`config.mk`:
```
export PLATFORM = sky130hd
export DESIGN_NAME = sdff_ift_seq_ctrl
export DESIGN_NICKNAME = d
export VERILOG_FILES = /design/src/rtl/sdff_ift_seq_ctrl.sv
export SDC_FILE = /design/constraint.sdc
export NUM_CORES = 1
export LEC_CHECK = 0
export ABC_CLOCK_PERIOD_IN_PS = 20300
export BUFFER_PORTS_ARGS = -buffer_cell sky130_fd_sc_hd__buf_2
export CELL_PAD_IN_SITES_DETAIL_PLACEMENT = 1
export CELL_PAD_IN_SITES_GLOBAL_PLACEMENT = 2
export CORE_MARGIN = 5
export CORE_UTILIZATION = 46
export DETAILED_ROUTE_END_ITERATION = 12
export GPL_ROUTABILITY_DRIVEN = 0
export GPL_TIMING_DRIVEN = 1
export HOLD_SLACK_MARGIN = 0.02
export PLACE_DENSITY = 0.89
export SLEW_MARGIN = 10
export SYNTH_ARGS = -nofsm -noshare
export SYNTH_HDL_FRONTEND = slang
export SYNTH_SLANG_ARGS = --single-unit
```
`constraint.sdc`:
```
create_clock -name CLK -period 20.3 [get_ports CLK]
set_clock_uncertainty 0.15 [all_clocks]
set_input_delay 1.015 -clock CLK [delete_from_list [all_inputs] [get_ports CLK]]
set_output_delay 1.015 -clock CLK [all_outputs]
set_load 0.1 [all_outputs]
```
`src/rtl/sdff_ift_seq_ctrl.sv`:
```
// Sequencer: walks every {D,SRST} step of NVEC taint vectors into the IFT flip-flop and streams Q/Q_t.
// Latency: 1 load per vector, then HOLD+2 cycles per step plus any wait for res_ready.
// Backpressure: res_valid & !res_ready freezes res_data and all dut_* outputs; no step is skipped.
module sdff_ift_seq_ctrl #(
    parameter int DW   = 2,
    parameter int TW   = 32,
    parameter int NVEC = 4,
    parameter int HOLD = 2,
    localparam int VIW = (NVEC > 1) ? $clog2(NVEC) : 1,
    localparam int RW  = VIW + DW + 1 + DW + TW
) (
    input  logic              CLK,
    input  logic              ARST_N,
    input  logic              start,
    input  logic              abort,
    output logic              busy,
    output logic              done,
    input  logic              vec_we,
    input  logic [VIW-1:0]    vec_waddr,
    input  logic [2*TW-1:0]   vec_wdata,
    output logic [DW-1:0]     dut_d,
    output logic [TW-1:0]     dut_d_t,
    output logic              dut_srst,
    output logic [TW-1:0]     dut_srst_t,
    input  logic [DW-1:0]     dut_q,
    input  logic [TW-1:0]     dut_q_t,
    output logic              res_valid,
    input  logic              res_ready,
    output logic [RW-1:0]     res_data
);

    localparam int SW  = DW + 1;
    localparam int HCW = (HOLD > 1) ? $clog2(HOLD) : 1;

    if (HOLD < 2) begin : g_hold_chk
        $error("HOLD must be at least 2");
    end

    typedef enum logic [2:0] {
        IDLE   = 3'd0,
        LOAD   = 3'd1,
        DRIVE  = 3'd2,
        SAMPLE = 3'd3,
        EMIT   = 3'd4,
        DONE   = 3'd5
    } state_t;

    state_t          state, state_nxt;
    logic [VIW-1:0]  vec_idx;
    logic [SW-1:0]   s;
    logic [SW-1:0]   s_inc;
    logic [HCW-1:0]  hc;
    logic            s_last, v_last, hc_last, aborting;

    logic [2*TW-1:0] vec_ram [1 << VIW];

    assign s_inc    = s + SW'(1);
    assign s_last   = (s == {SW{1'b1}});
    assign v_last   = (vec_idx == VIW'(NVEC - 1));
    assign hc_last  = (hc == HCW'(HOLD - 1));
    assign aborting = abort && (state != IDLE);

    assign busy = (state != IDLE) && (state != DONE);
    assign done = (state == DONE);

    // RAM is deliberately not reset; writes only land while idle.
    always_ff @(posedge CLK) begin
        if (state == IDLE && vec_we) begin
            vec_ram[vec_waddr] <= vec_wdata;
        end
    end

    always_ff @(posedge CLK or negedge ARST_N) begin
        if (!ARST_N) begin
            state <= IDLE;
        end else begin
            state <= state_nxt;
        end
    end

    always_comb begin
        state_nxt = state;
        case (state)
            IDLE:    if (start && !abort) state_nxt = LOAD;
            LOAD:    state_nxt = DRIVE;
            DRIVE:   if (hc_last) state_nxt = SAMPLE;
            SAMPLE:  state_nxt = EMIT;
            EMIT: begin
                if (res_valid && res_ready) begin
                    if (!s_last)      state_nxt = DRIVE;
                    else if (!v_last) state_nxt = LOAD;
                    else              state_nxt = DONE;
                end
            end
            DONE:    state_nxt = IDLE;
            default: state_nxt = IDLE;
        endcase
        if (aborting) begin
            state_nxt = IDLE;
        end
    end

    always_ff @(posedge CLK or negedge ARST_N) begin
        if (!ARST_N) begin
            vec_idx    <= '0;
            s          <= '0;
            hc         <= '0;
            res_valid  <= 1'b0;
            res_data   <= '0;
            dut_d      <= '0;
            dut_srst   <= 1'b0;
            dut_d_t    <= '0;
            dut_srst_t <= '0;
        end else if (aborting) begin
            vec_idx    <= '0;
            s          <= '0;
            hc         <= '0;
            res_valid  <= 1'b0;
            dut_d      <= '0;
            dut_srst   <= 1'b0;
            dut_d_t    <= '0;
            dut_srst_t <= '0;
        end else begin
            case (state)
                IDLE: begin
                    vec_idx <= '0;
                    s       <= '0;
                    hc      <= '0;
                end
                LOAD: begin
                    {dut_srst_t, dut_d_t} <= vec_ram[vec_idx];
                    dut_d    <= s[DW:1];
                    dut_srst <= s[0];
                    hc       <= '0;
                end
                DRIVE: begin
                    hc <= hc_last ? '0 : hc + HCW'(1);
                end
                SAMPLE: begin
                    res_data  <= {vec_idx, s, dut_q, dut_q_t};
                    res_valid <= 1'b1;
                end
                EMIT: begin
                    if (res_ready) begin
                        res_valid <= 1'b0;
                        if (!s_last) begin
                            s        <= s_inc;
                            dut_d    <= s_inc[DW:1];
                            dut_srst <= s_inc[0];
                            hc       <= '0;
                        end else if (!v_last) begin
                            vec_idx <= vec_idx + VIW'(1);
                            s       <= '0;
                        end
                    end
                end
                DONE: begin
                    // Leave the flip-flop quiet between runs.
                    dut_d      <= '0;
                    dut_srst   <= 1'b0;
                    dut_d_t    <= '0;
                    dut_srst_t <= '0;
                end
                default: ;
            endcase
        end
    end

endmodule

```
-- Yosys cells after proc, flatten, opt, wreduce, memory -nomap -nowiden
Memory sizes are Yosys's and may differ from the RTL's.
Cells that the tools add are included.
- register bits: 116
- bits in latches: 0
- memory bits (writable): 256
- memory bits (read-only): 0
- bits of input ports: 106
- output and inout bits: 109
- logic and storage cells: 91
- memories: 1
- memory list (memory ; depth ; width ; read ports ; clocked after memory_dff ; write ports ; RTL line ; source):
    vec_ram ; 4 ; 64 ; 1 ; 0 ; 1 ; 55 ; logic [2*TW-1:0] vec_ram [1 << VIW];
- $add $sub $neg: 3
- multiply operators: 0
- div/mod/pow operators: 0
- order comparisons: 0
- equal/unequal tests: 16
- shift operators: 0
- mux-type cells: 39
- bitwise operators: 1
- reductions and logical operators: 21
- operator list (operator ; number):
    $pmux 32 s2 ; 2
    $mux 32 ; 2
    $mux 3 ; 10
    $ne 3x3->1 const B ; 7
    $pmux 3 s5 ; 1
    $mux 2 ; 7
    $reduce_and 3->1 ; 4
    $reduce_bool 3->1 ; 4
    $mux 1 ; 11
    $eq 3x3->1 const B ; 3
    $reduce_bool 4->1 ; 2
    $eq 3x2->1 const B ; 2
    $pmux 1 s3 ; 2
    $pmux 2 s3 ; 1
    $pmux 3 s2 ; 1
    $logic_and 1x1->1 ; 5
    $ne 4x4->1 const B ; 1
    $pmux 2 s2 ; 1
    $reduce_and 2->1 ; 2
    $reduce_and 4->1 ; 1
    $add 3x1->3 const B ; 1
    $eq 3x1->1 const B ; 1
    $logic_not 3->1 ; 1
    $ne 3x2->1 const B ; 1
    7 further kinds ; 7

-- Logic depth before layout (Yosys ltp)
- word-level depth: 6
- depth in mapped cells: 6
- gate-level depth less buffers: 6

-- Worst setup path after synthesis
OpenSTA, ideal clock, no wires.
- kind: input port to flip-flop
- start point: in vec_we
- end point: mem vec_ram[0][0] in the netlist's numbering (enable)
- setup time: 579 ps
- arrival time: 5849 ps
- required time: 19571 ps
- path slack: 13722 ps
- cell stages on the path: 2
- buffers on the path: 0
- cells stage by stage: and2_1 > nor3b_1
- word-level cells in the longest chain between the ends: 3
- RTL lines (item ; RTL line ; source):
    start: declaration ; 18 ; input logic vec_we,
    $logic_and 1x1->1 ; 68 ; if (state == IDLE && vec_we) begin
    $mux 1 ; 68 ;
    $mux 1 (not written as such) ; 69 ; vec_ram[vec_waddr] <= vec_wdata;
    end: declaration ; 55 ;
Every way passes these cells.

-- Final worst setup path
- start point: reg state[2]
- end point: out busy
- word-level cells in the longest chain between the ends: 2
- elaborated cells on any way between the ends: 3
- classes of those cells: 1 x eq/ne; 2 x reduce/logical
- RTL lines (item ; RTL line ; source):
    start: declaration ; 48 ; state_t state, state_nxt;
    start signal: assignment ; 77 ; state <= state_nxt;
    $ne 3x3->1 or $reduce_bool 3->1 (tied branches) ; 63 ; assign busy = (state != IDLE) && (state != DONE);
    $logic_and 1x1->1 (*) ; 63 ;
    end: declaration ; 16 ; output logic busy,
Every way passes the cells marked *; elsewhere a longest branch is shown, timed or not.

==> results.cfg <==
[pwr]
combPwrFrac = 0.233
p_clk_frac = 0.323
p_int_mw = 1.332
power_density_nw_per_um2 = 124.9
power_mw = 2.051
p_seq_frac = 0.444
switching_share = 0.3504
p_switching_mw = 0.7187
vdd_ir_drop_max_v = 0.00008054
p_leak_nw = 6.382

[global_route]
grt_pass1_wl_um = 47160
overflow = 0
track_usage = 0.1816
grt_antenna_before_repair = 4
grt_pass1_vias = 7936
grt_max_degree = 68

[route]
post-route-drc-count = 0
routed-via-count = 7149
wl_per_cell_um = 23.25
first_iter_violations = 534
wirelength_um = 30340
vias_per_cell = 5.478
postRouteAntennaNets = 0
firstDrtPassIters = 4

[layout]
post-route-util = 0.5542
layout-drive-gt1-share = 0.4250
seq_area_um2 = 10600
final_area_um2 = 16420
area_growth_syn_to_layout_pct = 18.65
finalNetCount = 990
fin_cells = 1305
multi_input_area_um2 = 2983
fillers = 2703

[clocking]
clockRootBuffer = clkbuf_16
clockBufferDepth = 3
clk_pin_slew_ns = 0.06
numCtsBuffers = 40
clock_latency_ns = 0.53
cts.htree.levels = 2
cts_resized = 0
cts_sinks = 372
cts_tree = yes
hold_buffers = 0
cts_setup_buffers = 0

[logic_synthesis]
syn_inst = 656
synth_ff_type = edfxtp_1
synth_largest_area_cell = edfxtp_1
yosysTopAreaCellShare = 0.5553
synth_most_common_cell = edfxtp_1
synth_commonest_cells = 256 x edfxtp_1, 116 x dfrtp_1, 65 x a22o_1
synth_edf_count = 256
synth_async_sr_flop_share = 0.3118
synth_nets = 765
synth_area_um2 = 13840
seq_area_frac_synth = 0.7650
netlist_top_cells_area = edfxtp_1 56%, dfrtp_1 21%, mux4_2 10%
synth.ff_latch_count = 372
yosysUniqueCellTypes = 45
syn_avg_cell_area_um2 = 21.10
synth_warnings = 0

[setup_path]
worstSetupPathType = reg -> out
cp_data_arrival_time_ns = 1.97
required_ns = 19.14
cp_max_fo = 18
cp-start-kind = register
end_kind = output port

[timing]
finalSetupViolCount = 0
post-route-period-util = 0.1542
holdWs_ns = 0.3072
slew_headroom = 0.3048
fin_setup_tns_ns = 0
hold_viol = 0
rsz0062_at_grt = false
setup_ws_ns = 17.17
period_needed_ns = 3.130
timing.fmax_mhz = 319.5
drv_slew = 0
worst_pin_slew_ns = 1.043

[floorplan]
dieArea_um2 = 33660
num_rows = 63
ios = 215
die_y_um = 183.5
die_x_um = 183.5
initial_utilization = 0.4671
coreArea_um2 = 29640

[placed_design]
port_buffers = 214
dp_hpwl_um = 18290
dpl_cell_area_um2 = 15220
dpl_worst_slack_ns = 17.45
dp_cells = 1229

[job]
maxCapViolCount = 0

[min_path]
hp-class = in -> async

[outcome]
status = completed
-- cell families after synthesis --
group	count (synthesis)	share of synthesized area
buf+inv	44	0.02178
fa+ha+maj	3	0.002712
xor+xnor	1	0.0006328
flops	372	0.7650
compound gates	91	0.05649
simple gates	40	0.01600
mux	105	0.1374
-- path summary, 6_finish.rpt --
kind,cells past startpoint,slack (ns),to,from
max,3,17.17,busy,state[2]
min,1,0.31,res_data[27],ARST_N
max reg2reg,5,17.52,vec_ram[1][52],state[2]
min reg2reg,1,0.34,dut_d[1],dut_d[1]
max in group asynchronous,2,18.44,dut_d_t[0],ARST_N
min in group CLK,1,0.34,dut_d[1],dut_d[1]
-- registers in the layout (all words and copies together) (netlist names), 2 cells and up --
signal and count:
dut_d 2, dut_d_t 32, dut_srst_t 32, res_data 39, s 3, state 3
vec_idx 2, vec_ram 256
-- power by group through the flow --
| stage | Sequential (mW) | Combinational, mW | Clock [mW] |
|---|---|---|---|
| finish | 0.911 | 0.478 | 0.662 |
| global route | 0.918 | 0.494 | 0.718 |
| CTS | 0.912 | 0.482 | 0.679 |
| detailed placement | 0.925 | 0.482 | 0 |
| global placement | 0.922 | 0.475 | 0 |
| floorplan | 1.24 | 0.0699 | 0 |
-- critical path, cell delays in order (launching register included) --
cell	delay (ns)
dfrtp_1	0.76
xnor2_1	0.13
nand2_1	0.12
buf_2	0.43
-- layer usage --
| metal | part of all wire | global-route usage | vias to the layer above |
|---|---|---|---|
| met1 | 0.43 | 0.2501 | 3710 |
| met3 | 0.064 | 0.04135 | 45 |
| met2 | 0.49 | 0.2978 | 245 |
| li1 | - | - | 3145 |
| met5 | 0.00089 | 0 | - |
| met4 | 0.014 | 0.04529 | 4 |
-- cells in the final DEF, fill, tap and decap left out, types with 2 or more instances in the layout --
cell type,instances
buf_2,213
ha_1,3
mux2_2,40
dfrtp_1,114
diode_2,2
clkbuf_8,3
buf_4,7
nand2_1,6
a21oi_1,2
edfxtp_1,256
nand3_1,6
a22o_1,65
a32o_1,3
nor3_1,2
dfrtp_4,2
and3_4,2
o21ai_0,4
clkinv_1,10
clkbuf_16,40
inv_1,5
a21o_1,3
clkinv_2,5
nor2_1,9
nand2b_1,3
o21ai_1,2
mux4_2,64
nor2_4,2
a31oi_1,3
clkbuf_1,13
-- layout make-up --
cell class,instances,area share
sequential,372,0.6452
multi-input combinational,240,0.1816
timing repair buffer,221,0.06879
clock buffer,56,0.06643
tap,390,0.02971
clock inverter,18,0.006551
inverter,6,0.001371
antenna,2,0.0003047
(Power assumes the default switching activity.)
